## src/rtl/steep_timer.sv

```systemverilog
// Steep (brew) timer: counts tick pulses into lit LEDs and paints a GRB pixel frame buffer.
// Latency: state/done update on the clock edge that samples a request; framebuf lags state by one cycle.
// Backpressure: none; all inputs are level-sampled every cycle, priority stop > start > pause > tick.
// Optional feature: define STEEP_TIMER_FLASH_EN to flash the DONE display on every tick.
module steep_timer #(
    parameter int          NUM_LEDS      = 16,
    parameter int          TICKS_PER_LED = 16,
    parameter logic [7:0]  LED_BRIGHT    = 8'd255
) (
    input  logic                    clk,
    input  logic                    nrst,
    input  logic                    tick,
    input  logic                    sw_start,
    input  logic                    sw_stop,
    input  logic                    sw_pause,
    input  logic [6:0]              steep_leds,
    output logic [NUM_LEDS*24-1:0]  framebuf,
    output logic [1:0]              state,
    output logic                    done
);

    localparam int SUB_W = (TICKS_PER_LED > 1) ? $clog2(TICKS_PER_LED) : 1;
    localparam int LED_W = $clog2(NUM_LEDS + 1);
    localparam logic [SUB_W-1:0] SUB_MAX = SUB_W'(TICKS_PER_LED - 1);
    localparam logic [LED_W-1:0] LED_MAX = LED_W'(NUM_LEDS);

    typedef enum logic [1:0] {
        S_IDLE  = 2'd0,
        S_RUN   = 2'd1,
        S_PAUSE = 2'd2,
        S_DONE  = 2'd3
    } state_t;

    state_t                  r_state, w_state_nxt;
    logic [SUB_W-1:0]        r_sub_cnt, w_sub_nxt;
    logic [LED_W-1:0]        r_led_cnt, w_led_nxt;
    logic [LED_W-1:0]        r_target, w_target_nxt;
    logic                    r_done, w_done_nxt;
    logic [NUM_LEDS*24-1:0]  r_framebuf, w_framebuf;
    logic [LED_W-1:0]        w_target_clamp;
    logic [LED_W-1:0]        w_led_inc;
    logic                    w_lit;

`ifdef STEEP_TIMER_FLASH_EN
    logic                    r_flash, w_flash_nxt;
    assign w_lit = r_flash;
`else
    assign w_lit = 1'b1;
`endif

    // Zero or oversize brew lengths fall back to the full strip.
    assign w_target_clamp = (steep_leds == 7'd0 || steep_leds > 7'(NUM_LEDS)) ?
                            LED_MAX : steep_leds[LED_W-1:0];
    assign w_led_inc      = r_led_cnt + 1'b1;

    // Next-state: one prioritised action per cycle; lower-priority requests are dropped.
    always_comb begin
        w_state_nxt  = r_state;
        w_sub_nxt    = r_sub_cnt;
        w_led_nxt    = r_led_cnt;
        w_target_nxt = r_target;
        w_done_nxt   = 1'b0;
`ifdef STEEP_TIMER_FLASH_EN
        w_flash_nxt  = r_flash;
`endif
        if (sw_stop) begin
            w_state_nxt = S_IDLE;
            w_sub_nxt   = '0;
            w_led_nxt   = '0;
        end else if (sw_start) begin
            w_state_nxt  = S_RUN;
            w_sub_nxt    = '0;
            w_led_nxt    = '0;
            w_target_nxt = w_target_clamp;
        end else if (sw_pause) begin
            if (r_state == S_RUN)
                w_state_nxt = S_PAUSE;
            else if (r_state == S_PAUSE)
                w_state_nxt = S_RUN;
        end else if (tick) begin
            case (r_state)
                S_RUN: begin
                    if (r_sub_cnt == SUB_MAX) begin
                        w_sub_nxt = '0;
                        w_led_nxt = w_led_inc;
                        if (w_led_inc == r_target) begin
                            w_state_nxt = S_DONE;
                            w_done_nxt  = 1'b1;
`ifdef STEEP_TIMER_FLASH_EN
                            w_flash_nxt = 1'b1;
`endif
                        end
                    end else begin
                        w_sub_nxt = r_sub_cnt + 1'b1;
                    end
                end
                S_DONE: begin
`ifdef STEEP_TIMER_FLASH_EN
                    w_flash_nxt = ~r_flash;
`endif
                end
                default: ;
            endcase
        end
    end

    // Paint the frame from the currently registered state; it is registered below, hence one cycle of lag.
    always_comb begin
        w_framebuf = '0;
        for (int i = 0; i < NUM_LEDS; i++) begin
            case (r_state)
                S_RUN, S_PAUSE: begin
                    if (i < int'(r_target)) begin
                        if (i < int'(r_led_cnt)) begin
                            w_framebuf[24*i+16 +: 8] = LED_BRIGHT;
                        end else if (i == int'(r_led_cnt)) begin
                            w_framebuf[24*i +: 8] = LED_BRIGHT;
                            if (r_state == S_PAUSE)
                                w_framebuf[24*i+8 +: 8] = LED_BRIGHT;
                        end
                    end
                end
                S_DONE: begin
                    if (i < int'(r_target) && w_lit)
                        w_framebuf[24*i +: 24] = {3{LED_BRIGHT}};
                end
                default: ;
            endcase
        end
    end

    // State, counters, done pulse and frame buffer registers with synchronous reset.
    always_ff @(posedge clk) begin
        if (!nrst) begin
            r_state    <= S_IDLE;
            r_sub_cnt  <= '0;
            r_led_cnt  <= '0;
            r_target   <= LED_MAX;
            r_done     <= 1'b0;
            r_framebuf <= '0;
`ifdef STEEP_TIMER_FLASH_EN
            r_flash    <= 1'b1;
`endif
        end else begin
            r_state    <= w_state_nxt;
            r_sub_cnt  <= w_sub_nxt;
            r_led_cnt  <= w_led_nxt;
            r_target   <= w_target_nxt;
            r_done     <= w_done_nxt;
            r_framebuf <= w_framebuf;
`ifdef STEEP_TIMER_FLASH_EN
            r_flash    <= w_flash_nxt;
`endif
        end
    end

    assign framebuf = r_framebuf;
    assign state    = r_state;
    assign done     = r_done;

endmodule
```

## config.mk

```make
export PLATFORM = sky130hd
export DESIGN_NAME = steep_timer
export DESIGN_NICKNAME = d
export VERILOG_FILES = /design/src/rtl/steep_timer.sv
export SDC_FILE = /design/constraint.sdc
export NUM_CORES = 1
export LEC_CHECK = 0
export CAP_MARGIN = 20
export CORE_AREA = 2 2 157 159
export DETAILED_ROUTE_END_ITERATION = 8
export DIE_AREA = 0 0 159 161
export HOLD_SLACK_MARGIN = 0.12
export PLACE_DENSITY = 0.6
export SETUP_SLACK_MARGIN = 0.5
export SLEW_MARGIN = 10
export SYNTH_ARGS = -nofsm -noshare
export SYNTH_HDL_FRONTEND = slang
export SYNTH_SLANG_ARGS = --single-unit
```

## constraint.sdc

```tcl
create_clock -name clk -period 4.15 [get_ports clk]
set_clock_uncertainty 0.2 [all_clocks]
set_input_delay 0.83 -clock clk [delete_from_list [all_inputs] [get_ports clk]]
set_output_delay 0.83 -clock clk [all_outputs]
set_load 0.02 [all_outputs]
```

==> results of run 1 <==
==> how the worst max path moves through the flow <==
stage | startpoint | endpoint | slack (ps)
global placement | nrst | framebuf[63] | 1290
CTS | framebuf[167] | framebuf[164] | 1420
finish | framebuf[167] | framebuf[164] | 1470
floorplan | r_led_cnt[0] | state[1] | 2200
detailed placement | nrst | framebuf[63] | 1270
global route | r_led_cnt[1] | state[0] | 1390
==> synth_stat cells, types with 6 or more instances <==
master   number  area share (%)
buf_4       338              46
dfxtp_1      65              24
nor2_1       43             2.9
a21oi_1      39             3.6
nand2_1      26             1.8
nor3_1       18             1.6
o21ai_0      15             1.4
ha_1         10             2.3
nand3_1      10            0.91
buf_2         9            0.82
inv_1         9            0.62
xnor2_1       7             1.1
a31oi_1       6            0.68
buf_6         6             1.2
==> worst min-delay path, stage by stage, from the launching register on <==
cell and delay, ps:
dfxtp_1 330, nand2_1 60, a21oi_1 50
==> cell families (layout without fill, tap and decap cells) <==
family,count (synthesis),in the layout
simple gates,136,136
flops,65,65
fa+ha+maj,10,10
compound gates,85,85
buf+inv,366,426
xor+xnor,11,11
==> metal layers <==
metal	up-vias	GRT usage, %	wire [um]
li1	1967	-	-
met1	1891	13.6	6590
met2	188	21.1	8340
met3	12	3.39	1040
met4	0	2.44	131
met5	-	0	0
==> power by group through the flow <==
| stage | registers (uW) | clock network [uW] | logic (uW) |
|---|---|---|---|
| floorplan | 641 | 0 | 31.8 |
| global placement | 644 | 0 | 51.5 |
| detailed placement | 644 | 0 | 51.8 |
| CTS | 630 | 676 | 52.0 |
| global route | 630 | 710 | 57.3 |
| finish | 631 | 664 | 51.9 |
==> state kept, by name, summed over array words and instances, names as in the netlist <==
signal / flops
done: 1
framebuf: 48
r_led_cnt: 5
r_sub_cnt: 4
r_target: 5
state: 2
==> final cells by class <==
cell class                 instances  area [um2]
timing repair buffer             400        4000
clock inverter                     6        35.0
tap                              324         405
inverter                          10        37.5
sequential                        65        1300
clock buffer                      10         229
multi-input combinational        242        1480
fill                            2488       16500
==> metrics by stage <==
stage	power (uW)	utilization, %	hold WS [ps]
final	1350	31.3	297
after global routing	1400	31.3	326
after CTS	1360	31.3	296
after detailed placement	695	30.2	289
after global placement	695	30.2	283
after floorplan	673	-	266
==> results by group, run 1 <==
Placed design
  • Port-buffer cells: between 300 and 400
  • Post-DP HPWL: approximately 13000 um
  • Post-DP Area: between 7000 and 8000 um2
  • Dpl cells: about 1.0k
  • Placer congestion estimate: slightly above 0.8
  • Pre-CTS WS: around 1300 ps

Global routing
  • Pin count of the biggest net entering global routing: 28
  • GR Overflow Total: 0
  • Initial antenna violation count: 0
  • Global-route wire length before repair: ~23000 um
  • Number of global-route vias before repair: approximately 3.8k
  • Total GRT Usage: a little under an eighth

Floorplanning
  • IO Count: 400
  • Die Area: between 20000 and 30000 um2
  • Die X: between 150 and 200 um
  • Initial core utilization: 22.9%
  • Core area: between 20000 and 25000 um2
  • # rows: 57
  • Height of the die: between 150 and 200 um

Finish
  • Cell area after layout: approximately 7500 um2
  • Final std cells w/o fill: ~1.1k
  • NumNets Final: 751
  • Highest-count cells in the layout ignoring fill and taps: clkdlybuf4s50_1, dfxtp_1, nor2_1
  • Commonest non-fill, non-tap cell in the layout: clkdlybuf4s50_1
  • Layout cells sized above 1: 4.91%
  • Synth-to-Final Area Change: 36.6%
  • Diode count: 0

Synth
  • Post-synthesis compound-gate area fraction: about 10%
  • Combinational family with the most area after synthesis: buffers and inverters
  • Post-Synth Adder-Cell Area: between 2 and 2.5%
  • YS warnings: 0
  • Mapped cell area: 5480 um2
  • Post-Syn Nets: between 600 and 700
  • Cell variety after synth: 54
  • Register area share after synthesis: approximately a quarter
  • Simple-gate area share of the yosys netlist: about an eighth
  • Syn Inst Count: between 600 and 700
  • Ys flop type: dfxtp_1
  • Syn Area/Cell: just over 8 um2
  • Yosys reg bits: 65
  • Number of enable flip-flop cells after synthesis: 0
  • Xor-xnor portion of the synthesized cell area: roughly 1.8%
  • Multiplexer share of the synthesized area: 0%
  • Fraction of registers with async set/reset: 0%

Worst hold path
  • Tightest Hold Check Type: reg -> reg
  • Hold-critical path depth: 2
  • Hold_sp: r_sub_cnt[1]
  • Hold EP: r_sub_cnt[1]

Run
  • Max Cap Viol: 0

Clock network
  • Clock root buffer master: clkbuf_16
  • TritonCTS clock tree: built
  • Worst-path clk slew: roughly 50 ps
  • H-tree depth: 3
  • Clock Sinks: 65
  • Hold_buf cts: 0
  • CTS Buf Count: 9
  • Worst-skew pair later-pin latency: 330 ps
  • Post-CTS Setup Repair Bufs: 0
  • CTS Buffer Depth: 2
  • CTS resizes: 0

Setup path
  • CP top delay family: buffers and inverters
  • Crit-path max FO: 8
  • Max incr delay on CP: about 700 ps
  • Worst r2r src: r_led_cnt[1]
  • Crit. path cell count: 1
  • Worst reg2reg path endpoint: state[1]
  • Worst EP arrival: 1650 ps
  • R2r setup slk: about 1600 ps
  • Worst path required time: 3120 ps
  • Cells along the critical path: clkdlybuf4s50_1
  • Critical path class: reg -> out
  • CP endpoint kind: primary output
  • CP Buf/Inv Count: 1
  • Cells on worst reg2reg path: 7
  • Worst Setup Start Kind: flop
  • CP max stage cell: clkdlybuf4s50_1

Timing
  • FMAX: roughly 370 MHz
  • Final Hold Viols: 0
  • RSZ-0062 raised after global routing: false
  • Tmin final: 2680 ps
  • Slew @ Worst Pin: around 780 ps
  • Final WS setup: between 1000 and 1500 ps
  • Max Transition Viols Final: 0
  • Setup tns final: 0 ps
  • Final Setup Violations: 0
  • Max-slew headroom: between 40% and 50%
  • Final Cycle Share: 64.5%

Power and ir drop
  • Net Switching: 299 uW
  • Clock share of power: roughly 49%
  • Comb pwr share: ~4%
  • LEAKAGE: around 0.0025 uW
  • Sw Share: roughly 22%
  • Pwr dens: ~180 nW/um2
  • VDD IR max: about 0.15 mV
  • Reg power frac: between 40% and 50%
  • Internal power: 1050 uW

Routing
  • DR DRC count: 0
  • WL final: around 16000 um
  • DR pass1 iterations: 4
  • Routed len/inst: 15.2 um
  • Vias: about 4.1k
  • 1st-iter DRT viols: ~170
  • DR vias/cell: roughly 3.8
  • Final ANT Viol Nets: 0

Run status
  • Outcome: finished, final reports clean
(Power assumes the default switching activity.)
==> inputs of run 2 (changes only) <==
==> constraint.sdc (replaced) <==
create_clock -name clk -period 2.51 [get_ports clk]
set_clock_uncertainty 0.2 [all_clocks]
set_input_delay 0.502 -clock clk [delete_from_list [all_inputs] [get_ports clk]]
set_output_delay 0.502 -clock clk [all_outputs]
set_load 0.02 [all_outputs]
==> run 2 against run 1 <==
Non-clock buffer count grew 14; die area is the same; first-iteration DRC count is 4.2% lower; flip-flop and latch count unchanged; sequential share of layout area grew 0.93 points; via count increased by 1.3%; combinational power increased by 82%; register-to-register slack lost 1000 ps; critical path type is now reg -> reg; total power is 77% higher; worst hold slack improved by 7.4 ps; highest routed layer unchanged; critical endpoint is now state[0]; global-route usage is 0.30 points higher; sequential power up 65%.
==> results by group, run 2 (synthesis gave the netlist of run 1 again) <==
Global routing
  • Global-route wire length before repair: 24300 um (+3.8%)
  • Number of global-route vias before repair: 3885 (+1.8%)
  • Total GRT Usage: 11.9% (+0.30 points)
  • GR Overflow Total: 0 (unchanged)
  • Pin count of the biggest net entering global routing: 30 (+7.1%)
  • Initial antenna violation count: 0 (unchanged)

Clock network
  • CTS Buffer Depth: 2 (unchanged)
  • Hold_buf cts: 0 (unchanged)
  • Clock root buffer master: clkbuf_16
  • CTS Buf Count: 9 (unchanged)
  • Clock Sinks: 65 (unchanged)
  • TritonCTS clock tree: built
  • Post-CTS Setup Repair Bufs: 0 (unchanged)
  • Worst-path clk slew: 50 ps (about the same)
  • Worst-skew pair later-pin latency: 320 ps (about the same)
  • H-tree depth: 3 (unchanged)

Setup path
  • Crit path launch: r_led_cnt[1]
  • Worst Setup Start Kind: flop
  • Worst path required time: 2560 ps (-560 ps)
  • Worst reg2reg path endpoint: state[0]
  • Worst EP arrival: 2030 ps (+380 ps)
  • CP Capture Point: state[0]
  • CP endpoint kind: flop
  • Cells on worst reg2reg path: 7 (unchanged)
  • Worst r2r src: r_led_cnt[1]
  • Crit-path max FO: 2 (-6)
  • R2r setup slk: 530 ps (-1020 ps)
  • Critical path class: reg -> reg

Finish
  • Final std cells w/o fill: 1071 (+1.3%)
  • Max reg flops: 48 (unchanged)
  • Commonest non-fill, non-tap cell in the layout: dlygate4sd2_1
  • Highest-count cells in the layout ignoring fill and taps: dlygate4sd2_1, dfxtp_1, nor2_1
  • Layout cells sized above 1: 9.91% (+5.0 points)
  • Synth-to-Final Area Change: 31.8%
  • NumNets Final: 765 (+1.9%)
  • Diode count: 0 (unchanged)

Run
  • Max Cap Viol: 0 (unchanged)

Placed design
  • Post-DP HPWL: 13400 um (+2.1%)
  • Placer congestion estimate: 0.818 (+0.53%)
  • Port-buffer cells: 399 (unchanged)
  • Dpl cells: 1055 (+1.3%)

Floorplanning
  • Initial core utilization: 22.9% (unchanged)
  • Die X: 159 um (unchanged)
  • IO Count: 400 (unchanged)
  • Die Area: 25600 um2 (unchanged)
  • Height of the die: 161 um (unchanged)
  • Core area: 24000 um2 (unchanged)
  • # rows: 57 (unchanged)

Routing
  • DR pass1 iterations: 4 (unchanged)
  • Final ANT Viol Nets: 0 (unchanged)
  • Routed len/inst: 15.6 um (+2.6%)
  • 1st-iter DRT viols: 159 (-4.2%)
  • DR vias/cell: 3.84 (about the same)
  • DR DRC count: 0 (unchanged)
  • WL final: 16800 um (+4.0%)
  • Vias: 4111 (+1.3%)

Timing
  • Final Hold Viols: 0 (unchanged)
  • Setup tns final: 0 ps (unchanged)
  • Tmin final: 1980 ps
  • Slew @ Worst Pin: 842 ps (+64.6 ps)
  • FMAX: 505 MHz
  • Final Cycle Share: approximately 79%
  • Max-slew headroom: 43.8% (-4.4 points)
  • Max Transition Viols Final: 0 (unchanged)
  • RSZ-0062 raised after global routing: true
  • Final Setup Violations: 0 (unchanged)

Power and ir drop
  • LEAKAGE: 0.00445 uW (+81%)
  • Total power: 2390 uW (+77%)
  • VDD IR max: 0.331 mV (+120%)
  • Pwr dens: 330 nW/um2 (+84%)

Run status
  • Outcome: finished, final reports clean

Worst hold path
  • Hold_sp: r_sub_cnt[1]
  • Tightest Hold Check Type: reg -> reg
-- run 2: per-layer routing --
layer	GRT usage (%)	wire, um	vias to the layer above
li1	-	-	1981
met1	14.1	6870	1922
met2	21.5	8550	193
met3	3.31	1210	15
met4	2.85	122	0
met5	0	0	-
-- run 2: worst min-delay path by stage --
stage                   endpoint  cells past startpoint  slack [ps]
floorplan           r_sub_cnt[1]                      2         270
global placement    r_sub_cnt[1]                      2         290
detailed placement  r_sub_cnt[1]                      2         290
finish              r_sub_cnt[1]                      2         300
global route        r_sub_cnt[1]                      2         320
CTS                 r_sub_cnt[1]                      2         300
-- run 2: where the power goes --
| part | switching [uW] | internal, uW | leakage [uW] | total (uW) |
|---|---|---|---|---|
| Clock | 458 | 792 | 0.000142 | 1250 |
| Combinational | 50.3 | 44.4 | 0.00377 | 94.7 |
| Sequential | 7.74 | 1030 | 0.000532 | 1040 |
| Total | 516 | 1870 | 0.00445 | 2390 |
-- run 2: cell type report --
| cell class | instances | area (um2) |
|---|---|---|
| fill | 2758 | 16700 |
| timing repair buffer | 414 | 3630 |
| multi-input combinational | 242 | 1530 |
| sequential | 65 | 1320 |
| tap | 324 | 405 |
| clock buffer | 11 | 243 |
| clock inverter | 5 | 55.1 |
| inverter | 10 | 41.3 |
-- run 2: timing repair --
| action | 4_1_cts | 5_1_grt |
|---|---|---|
| pin swaps | 1 | 3 |
| resized for setup | 401 | 12 |
| setup endpoints to repair | 393 | 11 |
-- run 2: through the flow --
stage               setup WS, ps  hold slack, ps  area [um2]  utilization (%)
global route                 493             315        7230             30.2
floorplan                    561             266        5480                -
global placement             347             285        7330             30.6
detailed placement           314             293        7330             30.6
CTS                          321             300        7170             29.9
finish                       530             304        7230             30.2
-- run 2: critical path, cell delays in order, from the launching register on --
cell and delay, ps:
dfxtp_1 340, ha_2 180, and3_4 190, ha_4 200, xnor2_2 140, nor4_1 260
nand4b_1 200, a21oi_2 180
==> inputs of run 3 (changes only) <==
==> constraint.sdc (replaced) <==
create_clock -name clk -period 1.95 [get_ports clk]
set_clock_uncertainty 0.2 [all_clocks]
set_input_delay 0.39 -clock clk [delete_from_list [all_inputs] [get_ports clk]]
set_output_delay 0.39 -clock clk [all_outputs]
set_load 0.02 [all_outputs]
==> run 3 against run 2 <==
Worst hold slack lost 12 ps; clock power grew 29%; highest routed layer unchanged; combinational power increased by 91%; design area up 24%; via count rose by 12%; register-to-register slack got worse by 400 ps; setup slack lost 400 ps; flip-flop and latch count unchanged; die area stayed put; critical endpoint is now state[1].
==> results by group, run 3 (synthesis gave the netlist of run 1 again) <==
Placed design
  • Placer congestion estimate: 0.817 (about the same)
  • Port-buffer cells: 399 (unchanged)
  • Post-DP HPWL: 13600 um (+2.1%)
  • Dpl cells: 1083 (+2.7%)

Power and ir drop
  • Pwr dens: 340 nW/um2 (+3.0%)
  • Clock share of power: 52.5% (about the same)
  • LEAKAGE: 0.00457 uW (+2.7%)
  • Internal power: 2350 uW (+26%)
  • Total power: 3060 uW (+28%)
  • Net Switching: 708 uW (+37%)
  • VDD IR max: 0.336 mV (+1.6%)
  • Sw Share: 23.1% (+1.5 points)
  • Reg power frac: 41.6% (-2.1 points)
  • Comb pwr share: 5.9% (+1.9 points)

Routing
  • DR DRC count: 0 (unchanged)
  • Final ANT Viol Nets: 0 (unchanged)
  • DR vias/cell: 3.90 (+1.5%)
  • WL final: 18100 um (+7.9%)
  • Routed len/inst: 15.3 um (-2.4%)
  • DR pass1 iterations: 4 (unchanged)
  • Vias: 4615 (+12%)
  • 1st-iter DRT viols: 173 (+8.8%)

Clock network
  • CTS Buffer Depth: 2 (unchanged)
  • Clock root buffer master: clkbuf_16
  • Worst-path clk slew: 60 ps (about the same)
  • TritonCTS clock tree: built
  • H-tree depth: 3 (unchanged)
  • Worst-skew pair later-pin latency: 330 ps (about the same)
  • Clock Sinks: 65 (unchanged)
  • Hold_buf cts: 0 (unchanged)
  • CTS Buf Count: 9 (unchanged)

Global routing
  • Number of global-route vias before repair: 3997 (+2.9%)
  • Global-route wire length before repair: 24800 um (+2.2%)
  • GR Overflow Total: 0 (unchanged)
  • Pin count of the biggest net entering global routing: 23 (-23%)
  • Initial antenna violation count: 0 (unchanged)
  • Total GRT Usage: 12.3% (+0.31 points)

Timing
  • Max-slew headroom: 67.2% (+23 points)
  • Max Transition Viols Final: 0 (unchanged)
  • Final Setup Violations: 0 (unchanged)
  • Setup tns final: 0 ps (unchanged)
  • Hold Slack: 291 ps (-12.4 ps)
  • Final Hold Viols: 0 (unchanged)
  • RSZ-0062 raised after global routing: true
  • Tmin final: 1820 ps (-161 ps)
  • Final Cycle Share: 93.3% (+14 points)
  • FMAX: 549 MHz (+8.8%)
  • Slew @ Worst Pin: 489 ps (-353 ps)

Worst hold path
  • Tightest Hold Check Type: reg -> reg

Finish
  • Layout fillers: 2495 (-9.5%)
  • Layout cells sized above 1: 59.8% (+50 points)
  • NumNets Final: 878 (+15%)
  • Diode count: 0 (unchanged)
  • Synth-to-Final Area Change: 64.1%
  • Highest-count cells in the layout ignoring fill and taps: buf_4, buf_6, dlygate4sd2_1
  • Utilization after layout: 37.6% (+7.4 points)
  • Final std cells w/o fill: 1184 (+11%)
  • Commonest non-fill, non-tap cell in the layout: buf_4
  • Max reg flops: 48 (unchanged)

Run status
  • Outcome: finished, final reports clean

Setup path
  • Crit-path max FO: 2 (unchanged)
  • Worst path required time: 2000 ps (-560 ps)
  • Critical path class: reg -> reg
  • CP endpoint kind: flop
  • Worst EP arrival: 1870 ps (-160 ps)
  • Worst Setup Start Kind: flop

Floorplanning
  • Core area: 24000 um2 (unchanged)
  • Height of the die: 161 um (unchanged)
  • Initial core utilization: 22.9% (unchanged)
  • Die Area: 25600 um2 (unchanged)
  • Die X: 159 um (unchanged)
  • IO Count: 400 (unchanged)
  • # rows: 57 (unchanged)

Run
  • Max Cap Viol: 0 (unchanged)
## run 3: cell type report
type,instances,area (um2),share of cell area [%]
repair buffers,527,4870,54.2
multi-input cells,242,1890,21.0
flip-flops and latches,65,1490,16.5
well taps,324,405,4.50
clock buffers,10,229,2.54
clock inverters,6,68.8,0.765
inverters,10,46.3,0.514
## run 3: worst paths after layout
path | start | to | slack, ps | cells after the start
worst max-delay path | r_led_cnt[1] | state[1] | 130 | 7
worst min-delay path | r_sub_cnt[1] | r_sub_cnt[1] | 290 | 2
worst max register to register | r_led_cnt[1] | state[1] | 130 | 7
worst min register to register | r_sub_cnt[1] | r_sub_cnt[1] | 290 | 2
## run 3: per-stage QoR
| step | instance area [um2] | setup slack [ps] |
|---|---|---|
| 2_1_floorplan | 5680 | 214 |
| 3_5_place_dp | 7730 | -152 |
| 3_3_place_gp | 7730 | -126 |
| 4_1_cts | 7910 | 71.8 |
| 6_report | 9000 | 130 |
| 5_1_grt | 9000 | 80.3 |
## run 3: worst max-delay path: stages, from the launching register on
cell      delay, ps
dfxtp_4         350
ha_4            150
and3_4          150
ha_4            230
xnor2_4         130
nor4_2          130
nand4b_1        190
a21oi_1         200
## run 3: timing repair
action / 4_1_cts / 5_1_grt
pin swaps: 6 / 21
setup buffers: 25 / 60
setup endpoints to repair: 452 / 452
resized for setup: 893 / 770
## run 3: per-layer routing
layer / GRT usage, % / part of all wire (%) / wire length, um
met5: 0 / 0 / 0
met4: 2.36 / 1.2 / 210
met3: 3.65 / 7.0 / 1270
met2: 21.8 / 53 / 9600
met1: 14.7 / 39 / 7000
## run 3: power groups by stage
stage	Clock, uW	Combinational, uW	Sequential (uW)
floorplan	0	78.8	1360
global placement	0	146	1360
detailed placement	0	146	1360
CTS	1650	145	1310
global route	1700	195	1270
finish	1610	181	1270
